## config.mk

```make
export PLATFORM = sky130hd
export DESIGN_NAME = hilo_muldiv_unit_flat
export DESIGN_NICKNAME = d
export VERILOG_FILES = /design/src/rtl/hilo_muldiv_unit_if.sv /design/src/rtl/hilo_muldiv_unit.sv /design/src/flat_wrapper.sv
export SDC_FILE = /design/constraint.sdc
export NUM_CORES = 1
export LEC_CHECK = 0
export CAP_MARGIN = 20
export CORE_UTILIZATION = 45
export DETAILED_ROUTE_END_ITERATION = 12
export PLACE_DENSITY = 0.68
export SYNTH_ARGS = -nofsm -noshare
export SYNTH_HDL_FRONTEND = slang
export SYNTH_SLANG_ARGS = --single-unit
```

## constraint.sdc

```tcl
create_clock -name clk -period 4.4 [get_ports clk]
set_input_delay 0.88 -clock clk [delete_from_list [all_inputs] [get_ports clk]]
set_output_delay 0.88 -clock clk [all_outputs]
set_load 0.03 [all_outputs]
```

## src/rtl/hilo_muldiv_unit_if.sv

```systemverilog
// Request/result bundle between the EX-stage control and the HI/LO multiply/divide unit.
interface hilo_muldiv_unit_if #(
  parameter int unsigned WIDTH = 32
) ();
  logic             start;
  logic [1:0]       op;
  logic [WIDTH-1:0] a;
  logic [WIDTH-1:0] b;
  logic             mthi_we;
  logic             mtlo_we;
  logic [WIDTH-1:0] wdata;
  logic             busy;
  logic             done;
  logic             div_by_zero;
  logic [WIDTH-1:0] hi_data;
  logic [WIDTH-1:0] lo_data;

  modport master (
    output start, op, a, b, mthi_we, mtlo_we, wdata,
    input  busy, done, div_by_zero, hi_data, lo_data
  );

  modport slave (
    input  start, op, a, b, mthi_we, mtlo_we, wdata,
    output busy, done, div_by_zero, hi_data, lo_data
  );
endinterface

```

## src/rtl/hilo_muldiv_unit.sv

```systemverilog
// Iterative shift-add multiply / restoring divide owning the HI/LO pair.
// Optional MULDIV_EARLY_TERM_EN: multiplies leave CALC once the remaining multiplier bits are zero.
module hilo_muldiv_unit #(
  parameter int unsigned WIDTH = 32
) (
  input logic               clk,
  input logic               rst_n,
  hilo_muldiv_unit_if.slave bus
);
  localparam int unsigned CW = $clog2(WIDTH + 1);

  typedef enum logic [1:0] {S_IDLE, S_PREP, S_CALC, S_FIX} state_e;

  state_e             state_q, state_d;
  logic [1:0]         op_q, op_d;
  logic               neg_q, neg_d;
  logic               rneg_q, rneg_d;
  logic               dz_q, dz_d;
  logic [CW-1:0]      cnt_q, cnt_d;
  logic [WIDTH-1:0]   mcand_q, mcand_d;   // |a| for mult; dividend/quotient shifter for div
  logic [WIDTH-1:0]   mplier_q, mplier_d; // |b|: multiplier or divisor
  logic [2*WIDTH-1:0] acc_q, acc_d;
  logic [WIDTH-1:0]   rem_q, rem_d;
  logic [WIDTH-1:0]   hi_q, hi_d;
  logic [WIDTH-1:0]   lo_q, lo_d;
  logic               busy_q, done_q, dbz_q;
  logic               done_d, dbz_d;

  logic               sgn;
  logic [WIDTH:0]     sum;
  logic [WIDTH:0]     shl;
  logic               ge;
  logic [2*WIDTH-1:0] prod;
  logic               calc_last_c;

  always_ff @(posedge clk or negedge rst_n) begin
    if (!rst_n) state_q <= S_IDLE;
    else        state_q <= state_d;
  end

  always_comb begin
    state_d = state_q;
    case (state_q)
      S_IDLE:  if (bus.start) state_d = S_PREP;
      S_PREP:  state_d = (op_q[1] && (mplier_q == '0)) ? S_FIX : S_CALC;
      S_CALC:  if (calc_last_c) state_d = S_FIX;
      S_FIX:   state_d = S_IDLE;
      default: state_d = S_IDLE;
    endcase
  end

  always_comb begin
    op_d        = op_q;
    neg_d       = neg_q;
    rneg_d      = rneg_q;
    dz_d        = dz_q;
    cnt_d       = cnt_q;
    mcand_d     = mcand_q;
    mplier_d    = mplier_q;
    acc_d       = acc_q;
    rem_d       = rem_q;
    hi_d        = hi_q;
    lo_d        = lo_q;
    done_d      = 1'b0;
    dbz_d       = 1'b0;
    sgn         = 1'b0;
    sum         = '0;
    shl         = '0;
    ge          = 1'b0;
    prod        = '0;
    calc_last_c = 1'b0;
    case (state_q)
      S_IDLE: begin
        if (bus.mthi_we) hi_d = bus.wdata;
        if (bus.mtlo_we) lo_d = bus.wdata;
        if (bus.start) begin
          op_d     = bus.op;
          mcand_d  = bus.a;
          mplier_d = bus.b;
        end
      end
      S_PREP: begin
        sgn    = ~op_q[0];
        neg_d  = sgn & (mcand_q[WIDTH-1] ^ mplier_q[WIDTH-1]);
        rneg_d = sgn & mcand_q[WIDTH-1];
        if (sgn && mcand_q[WIDTH-1])  mcand_d  = -mcand_q;
        if (sgn && mplier_q[WIDTH-1]) mplier_d = -mplier_q;
        dz_d  = op_q[1] && (mplier_q == '0);
        cnt_d = CW'(WIDTH);
        acc_d = '0;
        rem_d = '0;
      end
      S_CALC: begin
        cnt_d       = cnt_q - CW'(1);
        calc_last_c = (cnt_q == CW'(1));
        if (!op_q[1]) begin
          // Add into the upper half, then shift the whole accumulator right.
          sum      = {1'b0, acc_q[2*WIDTH-1:WIDTH]} + (mplier_q[0] ? {1'b0, mcand_q} : '0);
          acc_d    = {sum, acc_q[WIDTH-1:1]};
          mplier_d = mplier_q >> 1;
`ifdef MULDIV_EARLY_TERM_EN
          if (mplier_d == '0) calc_last_c = 1'b1;
`endif
        end else begin
          shl     = {rem_q, mcand_q[WIDTH-1]};
          ge      = (shl >= {1'b0, mplier_q});
          rem_d   = WIDTH'(ge ? shl - {1'b0, mplier_q} : shl);
          mcand_d = {mcand_q[WIDTH-2:0], ge};
        end
      end
      S_FIX: begin
        done_d = 1'b1;
        if (dz_q) begin
          dbz_d = 1'b1;
        end else if (!op_q[1]) begin
`ifdef MULDIV_EARLY_TERM_EN
          prod = acc_q >> cnt_q;
`else
          prod = acc_q;
`endif
          if (neg_q) prod = -prod;
          hi_d = prod[2*WIDTH-1:WIDTH];
          lo_d = prod[WIDTH-1:0];
        end else begin
          lo_d = neg_q  ? -mcand_q : mcand_q;
          hi_d = rneg_q ? -rem_q   : rem_q;
        end
      end
      default: ;
    endcase
  end

  always_ff @(posedge clk or negedge rst_n) begin
    if (!rst_n) begin
      op_q     <= '0;
      neg_q    <= 1'b0;
      rneg_q   <= 1'b0;
      dz_q     <= 1'b0;
      cnt_q    <= '0;
      mcand_q  <= '0;
      mplier_q <= '0;
      acc_q    <= '0;
      rem_q    <= '0;
      hi_q     <= '0;
      lo_q     <= '0;
      busy_q   <= 1'b0;
      done_q   <= 1'b0;
      dbz_q    <= 1'b0;
    end else begin
      op_q     <= op_d;
      neg_q    <= neg_d;
      rneg_q   <= rneg_d;
      dz_q     <= dz_d;
      cnt_q    <= cnt_d;
      mcand_q  <= mcand_d;
      mplier_q <= mplier_d;
      acc_q    <= acc_d;
      rem_q    <= rem_d;
      hi_q     <= hi_d;
      lo_q     <= lo_d;
      busy_q   <= (state_d != S_IDLE);
      done_q   <= done_d;
      dbz_q    <= dbz_d;
    end
  end

  assign bus.busy        = busy_q;
  assign bus.done        = done_q;
  assign bus.div_by_zero = dbz_q;
  assign bus.hi_data     = hi_q;
  assign bus.lo_data     = lo_q;
endmodule

```

## src/flat_wrapper.sv

```systemverilog
// flat-port wrapper written by rule: the top's interface ports become plain ports
module hilo_muldiv_unit_flat 
#(
  parameter int unsigned WIDTH = 32
)
  (clk, rst_n, bus_start, bus_op, bus_a, bus_b, bus_mthi_we, bus_mtlo_we, bus_wdata, bus_busy, bus_done, bus_div_by_zero, bus_hi_data, bus_lo_data);
  hilo_muldiv_unit_if #(.WIDTH(WIDTH)) bus_i ();
  input logic clk;
  input logic rst_n;
  input wire logic [$bits(bus_i.start)-1:0] bus_start;
  input wire logic [$bits(bus_i.op)-1:0] bus_op;
  input wire logic [$bits(bus_i.a)-1:0] bus_a;
  input wire logic [$bits(bus_i.b)-1:0] bus_b;
  input wire logic [$bits(bus_i.mthi_we)-1:0] bus_mthi_we;
  input wire logic [$bits(bus_i.mtlo_we)-1:0] bus_mtlo_we;
  input wire logic [$bits(bus_i.wdata)-1:0] bus_wdata;
  output wire logic [$bits(bus_i.busy)-1:0] bus_busy;
  output wire logic [$bits(bus_i.done)-1:0] bus_done;
  output wire logic [$bits(bus_i.div_by_zero)-1:0] bus_div_by_zero;
  output wire logic [$bits(bus_i.hi_data)-1:0] bus_hi_data;
  output wire logic [$bits(bus_i.lo_data)-1:0] bus_lo_data;
  assign bus_i.start = bus_start;
  assign bus_i.op = bus_op;
  assign bus_i.a = bus_a;
  assign bus_i.b = bus_b;
  assign bus_i.mthi_we = bus_mthi_we;
  assign bus_i.mtlo_we = bus_mtlo_we;
  assign bus_i.wdata = bus_wdata;
  assign bus_busy = bus_i.busy;
  assign bus_done = bus_i.done;
  assign bus_div_by_zero = bus_i.div_by_zero;
  assign bus_hi_data = bus_i.hi_data;
  assign bus_lo_data = bus_i.lo_data;
  hilo_muldiv_unit #(.WIDTH(WIDTH)) u_core (.clk(clk), .rst_n(rst_n), .bus(bus_i));
endmodule
```

==> impl_metrics.yaml <==
outcome:
  status: "finished clean"
synth:
  synth_warnings: 0
  synth.most_common_cell: "o21ai_0"
  synth_edf_count: 0
  syn_nets: 2444
  syn_area_sq_mm: 0.0182
  synth.area.top_cells: "dfrtp_1 33%, o21ai_0 8.3%, ha_1 5.2%, nand2_1 4.9%, a21oi_1 4.7%"
  async_flop_share: 1.00
  synth-main-ff-cell: "dfrtp_1"
  synth_top_cell_by_area: "dfrtp_1"
  syn_avg_cell_area_sq_um: 8.03
  synth_cell_types: 79
  synth_top_area_share: 0.330
  synth_seq_area_share: 0.330
  synth_seq_cells: 240
  syn_inst: 2264
  synth_common_cells: "300 x o21ai_0, 240 x dfrtp_1, 237 x nand2_1"
clock_tree:
  cts_setup_buffers: 0
  clkSlewWorstSetupHoldPaths_ns: 0.06
  clock-sinks: 240
  tritoncts: "yes"
  cts_max_level: 1
  cts_resized: 0
  cts_made_buffers: 29
  cts_hold_buf: 0
  clock_latency_ns: 0.59
  root_buffer: "clkbuf_16"
  cts_buffer_depth: 3
die:
  core_sq_mm: 0.0398
  std_cell_rows: 73
  ioPinCount: 170
  dieArea_sq_mm: 0.0412
  die_x_um: 203
  die_h_um: 203
  initial_core_util: 0.457
routing:
  firstDrtPassIters: 9
  drt_iter0_drc: 1972
  avgRoutedWirePerCell_um: 22.7
  via_per_inst: 6.23
  detail-route-antenna-nets: 0
  wirelength_um: 65600
  drc_errors: 0
  via_count: 18000
setup_path:
  startpoint: "u_core.mplier_q[1]"
  worstPathMaxFanout: 37
  critPathKind: "flip-flop to flip-flop"
  r2r-start: "u_core.mplier_q[1]"
  cp.required_ns: 4.84
  crit_arrival_ns: 4.17
  cp-start-kind: "flip-flop"
  end_kind: "flip-flop"
timing:
  fin_crit_sh: 0.847
  slew_headroom: 0.285
  tns_ns: 0
  worst_slew_pin_slew_ns: 1.07
  skew_ns: 0.0225
  max_freq_ghz: 0.268
  finalHoldViolCount: 0
  setup_ws_ns: 0.673
  grt_setup_unrepaired: "no"
  drv_slew: 0
  finalCriticalPeriod_ns: 3.73
  whs_ns: 0.299
  final-setup-viol-count: 0
finish:
  layout-drive-gt1-share: 0.0566
  area_growth_pct: 17.5
  fill_cells: 3807
  n_antenna_cell: 0
  nets: 2527
global_route:
  grt_pass1_wl_um: 100000
  grt_pass1_vias: 16900
  grt_max_degree: 99
  grt_overflow_total: 0
  grt_usage: 0.313
  antenna_found_initial: 0
power:
  power_density_mw_per_mm2: 820
  irDropWorstVdd_v: 0.000388
  total_power_mw: 17.5
  p_leak_nw: 9.12
job:
  drv_cap: 0
worst_hold_path:
  min_path_type: "primary input to asynchronous set/reset pin"
placement:
  dp_slack_ns: 0.750
  dp_hpwl_um: 49500
  io_buffers: 169
  routabilityCongestion: 0.972
## cell families after synthesis
family | share of synthesized area
AO/OA/AOI/OAI | 0.273
multiplexers | 0.0174
XOR/XNOR | 0.0809
buffers and inverters | 0.0487
adder cells (fa/ha/maj) | 0.0538
AND/OR/NAND/NOR | 0.196
flip-flops | 0.330
## sequential cells by signal, summed over array words and instances, names as in the netlist
signal,cells
u_core.cnt_q,6
u_core.bus.busy,1
u_core.dz_q,1
u_core.bus.lo_data,32
u_core.bus.done,1
u_core.mcand_q,32
u_core.neg_q,1
u_core.mplier_q,32
u_core.rem_q,32
u_core.rneg_q,1
u_core.bus.hi_data,32
u_core.acc_q,64
u_core.state_q,2
u_core.bus.div_by_zero,1
u_core.op_q,2
## critical path, stage by stage, from the launching register on
cell and delay [ns]:
dfrtp_1 0.39, inv_1 0.15, ha_1 0.27, nor2b_1 0.16, o31a_1 0.29, o31ai_1 0.50
a211o_1 0.24, a2111oi_0 0.11, buf_4 0.16, o21ai_4 0.74, buf_4 0.30, mux2i_1 0.18
o21ai_0 0.10
## layout make-up
cell class	instances	area, sq um	share of cell area
multi-input combinational	1794	11300	0.531
timing repair buffer	206	2040	0.0953
clock buffer	43	868	0.0406
tap	525	657	0.0307
clock inverter	9	166	0.00779
sequential	240	6010	0.281
inverter	76	285	0.0133
## power breakdown
group          total, mW  internal (mW)  switching [mW]
Sequential          4.15           3.03            1.13
Combinational       10.7           3.84            6.89
Clock               2.63           1.60            1.04
Total               17.5           8.46            9.06
## worst paths after layout
check	cells after the start	endpoint	slack [ns]
min in group clk	2	u_core.bus.hi_data[11]	0.48
setup reg to reg	12	u_core.rem_q[1]	0.67
hold / removal	1	u_core.bus.hi_data[23]	0.30
hold reg to reg	2	u_core.bus.hi_data[11]	0.48
setup / recovery	12	u_core.rem_q[1]	0.67
max in group asynchronous	2	u_core.acc_q[38]	3.20
## through the flow
stage	cells	utilization	instance area [sq um]
2_1_floorplan	2264	-	18200
3_3_place_gp	2840	0.510	20300
3_5_place_dp	2840	0.510	20300
4_1_cts	2892	0.536	21400
5_1_grt	2893	0.537	21400
6_report	2893	0.537	21400
## metal layers
metal  GRT usage  part of all wire
met5           0                 0
met4       0.155             0.054
met3      0.0287             0.064
met2       0.510              0.46
met1       0.415              0.42
## placed cells by master (no fill, tap or decap), types with 12 or more instances in the layout
cell / netlist / layout
a211oi_1: 20 / 20
a21o_1: 32 / 32
a21oi_1: 169 / 168
a221oi_1: 24 / 24
a222oi_1: 29 / 29
a22o_1: 33 / 33
a31oi_1: 12 / 12
and2_1: 39 / 39
buf_4: 0 / 32
clkbuf_16: 0 / 29
clkdlybuf4s50_1: 0 / 168
dfrtp_1: 240 / 238
ha_1: 75 / 74
inv_1: 74 / 74
mux2i_1: 26 / 26
nand2_1: 237 / 236
nand2b_1: 26 / 26
nand3_1: 25 / 24
nand4_1: 23 / 23
nor2_1: 169 / 167
nor2b_1: 28 / 28
nor3_1: 64 / 64
nor4_1: 26 / 26
o21a_1: 13 / 13
o21ai_0: 300 / 300
o22ai_1: 17 / 17
o31ai_1: 33 / 33
o41ai_1: 15 / 15
or2_2: 16 / 16
or3_1: 23 / 22
xnor2_1: 87 / 87
xor2_1: 81 / 81
Note: power is estimated with default switching activity, not from simulation.
